### config.mk
export PLATFORM = sky130hd
export DESIGN_NAME = ddr_rd_tx_packetizer
export DESIGN_NICKNAME = d
export VERILOG_FILES = /design/src/rtl/ddr_rd_tx_packetizer_pkg.sv /design/src/rtl/ddr_rd_tx_packetizer.sv
export SDC_FILE = /design/constraint.sdc
export NUM_CORES = 1
export LEC_CHECK = 0
export ABC_AREA = 1
export CORE_MARGIN = 5
export CORE_UTILIZATION = 38
export DETAILED_ROUTE_END_ITERATION = 10
export PLACE_DENSITY = 0.65
export REMOVE_ABC_BUFFERS = 1
export SLEW_MARGIN = 0
export SYNTH_ARGS = -nofsm -noshare
export SYNTH_HDL_FRONTEND = slang
export SYNTH_SLANG_ARGS = --single-unit
### constraint.sdc
create_clock -name Axi0Clk -period 4.4 [get_ports Axi0Clk]
set_input_delay 0.88 -clock Axi0Clk [delete_from_list [all_inputs] [get_ports Axi0Clk]]
set_output_delay 0.88 -clock Axi0Clk [all_outputs]
set_load 0.03 [all_outputs]
### src/rtl/ddr_rd_tx_packetizer_pkg.sv
// Shared definitions for the DDR read-back TX packetizer: FSM encoding,
// default framing byte and a constant-friendly clog2.
package ddr_rd_tx_packetizer_pkg;

  typedef enum logic [2:0] {
    ST_IDLE,
    ST_HDR,
    ST_WAIT_WORD,
    ST_SER,
    ST_CSUM,
    ST_DONE
  } state_t;

  localparam logic [7:0] HDR_BYTE_DEFAULT = 8'hA5;

  function automatic int clog2(input int value);
    int result;
    result = 0;
    while ((1 << result) < value) begin
      result = result + 1;
    end
    return result;
  endfunction

endpackage

### src/rtl/ddr_rd_tx_packetizer.sv
// Frames wide DDR read-back words into header-led packets and serializes them
// LSB byte first into the TX FIFO. Define TX_PKT_CSUM_EN to append an XOR checksum byte.
module ddr_rd_tx_packetizer
  import ddr_rd_tx_packetizer_pkg::*;
#(
  parameter int         DATA_W    = 128,
  parameter int         PKT_WORDS = 16,
  parameter logic [7:0] HDR_BYTE  = HDR_BYTE_DEFAULT
) (
  input  logic              Axi0Clk,
  input  logic              rst,
  input  logic [DATA_W-1:0] s_data,
  input  logic              s_valid,
  output logic              s_ready,
  input  logic              fifo_afull,
  output logic              fifo_wr_en,
  output logic [7:0]        fifo_wdata,
  output logic              busy,
  output logic              pkt_done
);

  localparam int BYTES = DATA_W / 8;
  // A one-byte word still needs a 1-bit index so the register is never zero width.
  localparam int BIW = (clog2(BYTES) > 0) ? clog2(BYTES) : 1;
  localparam int WCW = clog2(PKT_WORDS) + 1;
  localparam logic [BIW-1:0] LAST_BYTE = BIW'(BYTES - 1);
  localparam logic [WCW-1:0] LAST_WORD = WCW'(PKT_WORDS - 1);

  state_t              r_state;
  logic [DATA_W-1:0]   r_shreg;
  logic [BIW-1:0]      r_byte_idx;
  logic [WCW-1:0]      r_word_cnt;
  logic                r_wr_en;
  logic [7:0]          r_wdata;
  logic                r_pkt_done;
`ifdef TX_PKT_CSUM_EN
  logic [7:0]          r_csum;
`endif

  logic w_last_byte;
  logic w_last_word;

  assign w_last_byte = (r_byte_idx == LAST_BYTE);
  assign w_last_word = (r_word_cnt == LAST_WORD);

  assign s_ready    = (r_state == ST_WAIT_WORD);
  assign busy       = (r_state != ST_IDLE);
  assign fifo_wr_en = r_wr_en;
  assign fifo_wdata = r_wdata;
  assign pkt_done   = r_pkt_done;

  // Every write stalls while the FIFO is almost full; a stalled cycle changes nothing.
  always_ff @(posedge Axi0Clk) begin
    if (rst) begin
      r_state    <= ST_IDLE;
      r_shreg    <= '0;
      r_byte_idx <= '0;
      r_word_cnt <= '0;
      r_wr_en    <= 1'b0;
      r_wdata    <= '0;
      r_pkt_done <= 1'b0;
`ifdef TX_PKT_CSUM_EN
      r_csum     <= '0;
`endif
    end else begin
      r_wr_en    <= 1'b0;
      r_pkt_done <= 1'b0;
      case (r_state)
        ST_IDLE: begin
`ifdef TX_PKT_CSUM_EN
          r_csum <= '0;
`endif
          if (s_valid) r_state <= ST_HDR;
        end
        ST_HDR: begin
          if (!fifo_afull) begin
            r_wr_en <= 1'b1;
            r_wdata <= HDR_BYTE;
            r_state <= ST_WAIT_WORD;
          end
        end
        ST_WAIT_WORD: begin
          if (s_valid) begin
            r_shreg    <= s_data;
            r_byte_idx <= '0;
            r_state    <= ST_SER;
          end
        end
        ST_SER: begin
          if (!fifo_afull) begin
            r_wr_en <= 1'b1;
            r_wdata <= r_shreg[7:0];
            r_shreg <= r_shreg >> 8;
`ifdef TX_PKT_CSUM_EN
            r_csum  <= r_csum ^ r_shreg[7:0];
`endif
            if (w_last_byte) begin
              r_byte_idx <= '0;
              r_word_cnt <= r_word_cnt + 1'b1;
              if (w_last_word) begin
`ifdef TX_PKT_CSUM_EN
                r_state <= ST_CSUM;
`else
                r_state <= ST_DONE;
`endif
              end else begin
                r_state <= ST_WAIT_WORD;
              end
            end else begin
              r_byte_idx <= r_byte_idx + 1'b1;
            end
          end
        end
`ifdef TX_PKT_CSUM_EN
        ST_CSUM: begin
          if (!fifo_afull) begin
            r_wr_en <= 1'b1;
            r_wdata <= r_csum;
            r_state <= ST_DONE;
          end
        end
`endif
        ST_DONE: begin
          r_pkt_done <= 1'b1;
          r_word_cnt <= '0;
          r_state    <= ST_IDLE;
        end
        default: r_state <= ST_IDLE;
      endcase
    end
  end

endmodule

Word-level counts from Yosys, hierarchy flattened. Cells that the tools add are included. Widths: inputs -> output; s select.

Multiplexer cells: 22. Equality and inequality tests: 11. Add/subtract/negate cells: 2. Reductions and logical operators: 11. Bitwise operators: 1.

Operators with widths (count): $mux 128 (2); $pmux 128 s2 (1); $mux 3 (6); $mux 8 (2); $pmux 8 s2 (1); $mux 4 (3); $pmux 3 s4 (1); $mux 5 (2); $ne 2x2->1 const B (5); $pmux 5 s2 (1); $reduce_and 3->1 (3); $pmux 4 s2 (1); $eq 3x2->1 const B (2); $reduce_bool 2->1 (3); $add 5x1->5 const B (1); $eq 5x4->1 const B (1); $reduce_and 5->1 (1); $add 4x1->4 const B (1); $eq 4x4->1 const B (1); $reduce_or 2->1 (2); $eq 3x1->1 const B (1); $eq 3x3->1 const B (1); $logic_not 3->1 (1); $reduce_bool 3->1 (1); 2 further kinds (3).

Word-level logic and storage cells: 54. Output and inout port bits: 12. Input bits: 132. Bits in registers: 150.

Depth between registers and ports, before layout. Gate-level depths: netlist of the first run.

Depth in word-level cells: 5. Mapped depth: 10. Depth with buffers taken out: 9.

Worst setup path before layout of the first run. Ideal clock, no wire load.

Path kind: input to register. From: input port fifo_afull. To: register r_shreg[37]. Stages on the path: 8. Setup time: 0.065 ns. Path buffers: 2. Required time: 4.335 ns. Arrival: 1.786 ns. Path slack: 2.549 ns. Cells stage by stage: inv_1 nand2_2 nand2_1 nand2_2 buf_2 clkbuf_1 o21ai_0 nor2_1.

Cells in the longest elaborated chain, start to end: 2.

RTL lines: start, declared (line ddr_rd_tx_packetizer.sv:15) `input logic fifo_afull,`; $ne 2x2->1 (no line); $reduce_and 3->1 (no line); end signal, assigned (line ddr_rd_tx_packetizer.sv:84) `r_shreg <= s_data;`; end signal, assigned (line ddr_rd_tx_packetizer.sv:93) `r_shreg <= r_shreg >> 8;`; end, declared (line ddr_rd_tx_packetizer.sv:30) `logic [DATA_W-1:0] r_shreg;`.

No other way between the ends. A chain may end at the register's enable or synchronous reset.

Worst setup path in the final report of the first run.
From: register r_state[2]. To: output port s_ready.

Cells in the longest elaborated chain, start to end: 1.

RTL lines: start, declared (line ddr_rd_tx_packetizer.sv:29) `state_t r_state;`; start signal, assigned (line ddr_rd_tx_packetizer.sv:55) `r_state <= ST_IDLE;`; start signal, assigned (line ddr_rd_tx_packetizer.sv:73) `if (s_valid) r_state <= ST_HDR;`; start signal, assigned (line ddr_rd_tx_packetizer.sv:79) `r_state <= ST_WAIT_WORD;`; $eq 3x2->1 (line ddr_rd_tx_packetizer.sv:46) `assign s_ready = (r_state == ST_WAIT_WORD);`; end, declared (line ddr_rd_tx_packetizer.sv:14) `output logic s_ready,`.

No other way between the ends.

==> results of run 1 <==
## cell usage after synthesis (3+ instances only)
| cell type | count | area, um^2 |
|---|---|---|
| clkbuf_1 | 34 | 127.6 |
| a21oi_1 | 21 | 105.1 |
| nand4_1 | 5 | 31.28 |
| o21ai_1 | 37 | 185.2 |
| inv_1 | 28 | 105.1 |
| ha_1 | 3 | 37.54 |
| nor2_1 | 273 | 1025 |
| nand3_1 | 8 | 40.04 |
| o21ai_0 | 96 | 480.5 |
| dfxtp_1 | 150 | 3003 |
| buf_2 | 31 | 155.2 |
| clkbuf_2 | 3 | 15.01 |
| nand2_1 | 404 | 1516 |
## cell families after synthesis
group           count (synthesis)
fa+ha+maj                       3
compound gates                155
simple gates                  696
buf+inv                        99
xor+xnor                        1
flops                         150
## power breakdown
group	internal, mW	switching (mW)	total (mW)
Sequential	1.52	0.0744	1.59
Clock	1.10	0.557	1.65
Combinational	0.284	0.350	0.635
## metal layers
layer	global-route usage (%)	part of all wire (%)	vias up
li1	-	-	3628
met1	21.59	47	2893
met2	25.92	44	138
met3	6.375	8.0	13
met4	3.976	0.73	0
met5	0	0	-
## worst max-delay path, cell delays in order, from the launching register on
cell and delay (ns):
dfxtp_1 0.37, nor2_1 0.20, nand2_1 0.17, inv_1 0.12, clkdlybuf4s50_1 0.68
## through the flow
step | hold WS [ns] | setup slack (ns) | std cells | power (mW)
finish | 0.4626 | 1.568 | 1447 | 3.880
global route | 0.4793 | 1.428 | 1447 | 4.089
CTS | 0.4622 | 1.564 | 1447 | 3.919
detailed placement | 0.4539 | 1.375 | 1415 | 2.262
global placement | 0.4490 | 1.408 | 1415 | 2.250
floorplan | 0.4339 | -0.6245 | 1033 | 2.034
## state kept, by name, summed over array words and instances, names as in the netlist
| signal | flops |
|---|---|
| r_shreg | 128 |
| fifo_wdata | 8 |
| r_word_cnt | 5 |
| r_byte_idx | 4 |
| r_state | 3 |
| fifo_wr_en | 1 |
| pkt_done | 1 |
## final timing paths
path                                      end  slack (ns)  cells past startpoint  startpoint
worst min-delay path            fifo_wdata[6]        0.46                      2  r_shreg[6]
worst max-delay path                  s_ready        1.57                      4  r_state[2]
worst max register to register  r_word_cnt[3]        1.66                      9  r_state[0]
worst min register to register  fifo_wdata[6]        0.46                      2  r_shreg[6]
## area by class of cell
type	count	area, um^2	share of cell area [%]
timing repair buffer	153	1531	16.81
clock inverter	7	162.7	1.785
sequential	150	3003	32.96
clock buffer	25	515.5	5.659
tap	229	286.5	3.145
inverter	28	107.6	1.181
multi-input combinational	855	3503	38.46
==> results.json, run 1 <==
{
  "cellPowerDensity_nw_per_um2": 425.9,
  "syn2layout_area_growth_pct": 32.05,
  "grt_usage_pct": 16.54,
  "maxCapViolations": 0,
  "synthArstFlopShare_pct": 0,
  "hold_viol": 0,
  "dieArea_um2": 20950,
  "clkSlewWorstSetupHoldPaths_ns": 0.06,
  "synth_compound_area_share_pct": 11.30,
  "synth.distinct_cells": 21,
  "path_class": "flop to primary output",
  "routed_wl_mm": 17.16,
  "ctsHoldBuffers": 0,
  "cp_data_required_time_ns": 3.52,
  "min_period_ns": 2.832,
  "vias_per_cell": 4.611,
  "portBuffers": 143,
  "drv_slew": 0,
  "grt_overflow": 0,
  "ys.flop_type": "dfxtp_1",
  "ant_nets": 0,
  "finalSetupViolCount": 0,
  "slew_headroom_pct": 38.21,
  "most-common-layout-cells": "nand2_1 (404), nor2_1 (273), dfxtp_1 (150)",
  "grt_pass1_wl_mm": 28.21,
  "critPathMaxFanout": 5,
  "ir_worst_vdd_mv": 0.2806,
  "synthMuxAreaShare_pct": 0,
  "first_pass_iters": 4,
  "synth_top_family_by_area": "simple AND/OR/NAND/NOR gates",
  "die_y_um": 144.7,
  "hpwl_mm": 10.64,
  "synth_xor_xnor_area_share_pct": 0.1269,
  "placementRows": 49,
  "utilization_pct": 50.89,
  "clkSinkCount": 150,
  "gp_congestion": 0.7858,
  "outcome": "finished clean",
  "cts_tree": "done",
  "synth-edff-count": 0,
  "yosys.area_share.simple_pct": 38.45,
  "rsz0062_at_grt": "no",
  "setup.worst_path.start_class": "flop",
  "clkLatencyLatePin_ns": 0.42,
  "io_pins": 144,
  "synth_fa_ha_area_share_pct": 0.5441,
  "p_leak_nw": 4.049,
  "cts_setup_buffers": 0,
  "wl_per_cell_um": 11.86,
  "grt_max_degree": 81,
  "clock_skew_ns": 0.006242,
  "cts_root_buffer": "clkbuf_16",
  "postPlaceCellArea_um2": 8432,
  "stdcell_area_um2": 9110,
  "die_w_um": 144.7,
  "coreArea_um2": 17900,
  "avgSynthCellArea_um2": 6.249,
  "fillers": 1881,
  "synth_seq_area_share_pct": 43.53,
  "timing.final.crit_share_pct": 64.37,
  "cts_resized": 0,
  "fin_nets": 1340,
  "final_common_cell": "nand2_1",
  "initial_core_util_pct": 38.54,
  "grt_pass1_vias": 6053,
  "synthCells": 1104,
  "fin_setup_tns_ns": 0,
  "cts_buffer_depth": 2,
  "numCtsBuffers": 17,
  "vias": 6672,
  "htreeDepth": 4,
  "syn-cell-area_um2": 6899,
  "yosysWarningCount": 0,
  "maxClockFrequency_ghz": 0.3531,
  "final_layout_size_suffix_gt1_share_pct": 3.777,
  "tightest_slew_ns": 0.9268,
  "ys_ff_latch": 150,
  "drc_errors": 0,
  "grt_antenna_before_repair": 0,
  "worstPathArrival_ns": 1.95,
  "end_kind": "primary output",
  "n_antenna_cell": 0,
  "drtIter0Drc": 520,
  "hold_path_class": "flop to flop"
}
Power figures use the tool's default switching activity.
==> inputs of run 2 (changes only) <==
- PLACE_DENSITY: 0.65 -> 0.68
- clock period: 4.4 -> 2.5 ns (I/O delays scaled with it)
==> run 2 against run 1 <==
  * Cell count barely moved
  * First-iteration DRC count fell by 24%
  * Die area did not move
  * Critical path type unchanged
  * Critical endpoint is now busy
  * Highest routed layer is now met5
==> results.json, run 2 (same netlist as run 1, synthesis figures left out) <==
{
  "io_pins": 144,
  "portBuffers": 143,
  "most-common-layout-cells": "nand2_1 (404), nor2_1 (273), dfxtp_1 (150)",
  "p_comb_share_pct": 17.5,
  "grt_overflow": 0,
  "dieArea_um2": 20950,
  "hold_path_class": "flop to flop",
  "p_leak_nw": 4.060,
  "cellPowerDensity_nw_per_um2": 713.4,
  "placementRows": 49,
  "pre_cts_slack_ns": 0.3577,
  "p_seq_share_pct": 43.1,
  "stdcell_count": 1448,
  "ctsHoldBuffers": 0,
  "numCtsBuffers": 17,
  "slew_headroom_pct": 63.15,
  "p_sw_share_pct": 26.29,
  "largest_register": "r_shreg",
  "regArea_um2": 3003,
  "multi_input_area_um2": 3503,
  "cp_top_family": "buffers and inverters",
  "wl_per_cell_um": 11.74,
  "die_y_um": 144.7,
  "maxCapViolations": 0,
  "slowest_delay_ns": 0.67,
  "final_layout_size_suffix_gt1_share_pct": 3.774,
  "whs_ns": 0.4623,
  "die_w_um": 144.7,
  "outcome": "finished clean",
  "grt_pass1_vias": 5975,
  "ir_worst_vdd_mv": 0.4550,
  "path_class": "flop to primary output",
  "crit_slowest_cell": "clkdlybuf4s50_1",
  "holdPathStages": 2,
  "first_pass_iters": 5,
  "clkSinkCount": 150,
  "r2r-start": "r_state[0]",
  "grt_usage_pct": 16.09,
  "drv_slew": 0,
  "cts_root_buffer": "clkbuf_16",
  "initial_core_util_pct": 38.54,
  "coreArea_um2": 17900,
  "internal_power_mw": 4.793,
  "htreeDepth": 4,
  "routed_wl_mm": 17.00,
  "hp-start": "r_shreg[4]",
  "setup.worst_path.start_class": "flop",
  "fillers": 1854,
  "drc_errors": 0,
  "vias": 6685,
  "drtIter0Drc": 396,
  "finalPower_mw": 6.502,
  "fin_nets": 1341,
  "pwr-share-clk_pct": 39.4,
  "min_to": "fifo_wdata[4]",
  "grt_antenna_before_repair": 1,
  "grt_max_degree": 116,
  "hpwl_mm": 10.47,
  "end_kind": "primary output",
  "grt_pass1_wl_mm": 27.62,
  "clkLatencyLatePin_ns": 0.41,
  "gp_congestion": 0.7847,
  "tightest_slew_ns": 0.5527,
  "ant_nets": 0,
  "vias_per_cell": 4.617,
  "rsz0062_at_grt": "no",
  "clock_skew_ns": 0.006128,
  "stdcell_area_um2": 9114,
  "clkSlewWorstSetupHoldPaths_ns": 0.06,
  "cts_tree": "done",
  "rr_worst_depth": 8,
  "critPathMaxFanout": 6,
  "n_antenna_cell": 0,
  "r2r-end": "r_state[1]",
  "cp_data_required_time_ns": 2.00,
  "cts_buffer_depth": 2,
  "utilization_pct": 50.91,
  "fin_setup_tns_ns": 0,
  "worstPathArrival_ns": 1.72,
  "path_cells": "inv_1, nand2_1, clkdlybuf4s50_1",
  "power_switching_mw": 1.709,
  "hold_viol": 0,
  "largest_register_ffs": 128,
  "final.setup.worst_slack_ns": 0.2806,
  "cts_setup_buffers": 0,
  "postPlaceCellArea_um2": 8514,
  "min_period_ns": 2.219,
  "syn2layout_area_growth_pct": 32.10,
  "finalSetupViolCount": 0,
  "placed_cells": 1416,
  "timing.final.crit_share_pct": 88.78,
  "final_common_cell": "nand2_1",
  "path_buf_inv": 2,
  "r2r_slack_ns": 0.64,
  "maxClockFrequency_ghz": 0.4506
}
[run 2: cell types whose count changed in the layout (fill, tap and decap cells not counted), moves of 2 or more]
cell / change
clkinv_2: +2
bufinv_16: -3
buf_12: +6
buf_4: -5
[run 2: how the worst max path moves through the flow]
stage | from | to | cells after the start
2_1_floorplan | r_state[0] | r_byte_idx[3] | 7
3_3_place_gp | fifo_afull | r_shreg[126] | 9
3_5_place_dp | fifo_afull | r_shreg[125] | 9
4_1_cts | r_state[2] | s_ready | 4
5_1_grt | r_state[0] | busy | 3
6_report | r_state[1] | busy | 3
[run 2: worst min-delay path: cells and delay by family (launching register included)]
family / cells / cell delay (ns)
AOI/OAI and AO/OA: 1 / 0.05
and+or+nand+nor: 1 / 0.06
DFF: 1 / 0.31
[run 2: power by group through the flow]
| stage | logic (mW) | clock network [mW] | registers [mW] |
|---|---|---|---|
| after floorplan | 0.744 | 0 | 2.84 |
| after global placement | 1.14 | 0 | 2.84 |
| after detailed placement | 1.15 | 0 | 2.86 |
| after CTS | 1.16 | 2.64 | 2.80 |
| after global routing | 1.31 | 2.74 | 2.84 |
| final | 1.14 | 2.56 | 2.80 |
[run 2: metal layers]
layer  routed length (um)  share of wire (%)  vias to the layer above  global-route usage, %
met1                 7987                 47                     2916                  20.66
met5                   13              0.076                        -                      0
li1                     -                  -                     3624                      -
met2                 7646                 45                      127                  25.85
met4                  114               0.67                        2                  4.026
met3                 1233                7.3                       16                  5.784
[run 2: layout make-up]
class	instances	area share (%)
clock buffer	25	5.546
clock inverter	7	1.002
inverter	28	1.181
multi-input combinational	855	38.44
sequential	150	32.95
tap	229	3.144
timing repair buffer	154	17.74
[run 2: what timing repair did]
action                                  4_1_cts  5_1_grt
endpoints found under the hold margin         0        0
endpoints found under the setup margin        0        1
gates resized for setup                       0        1
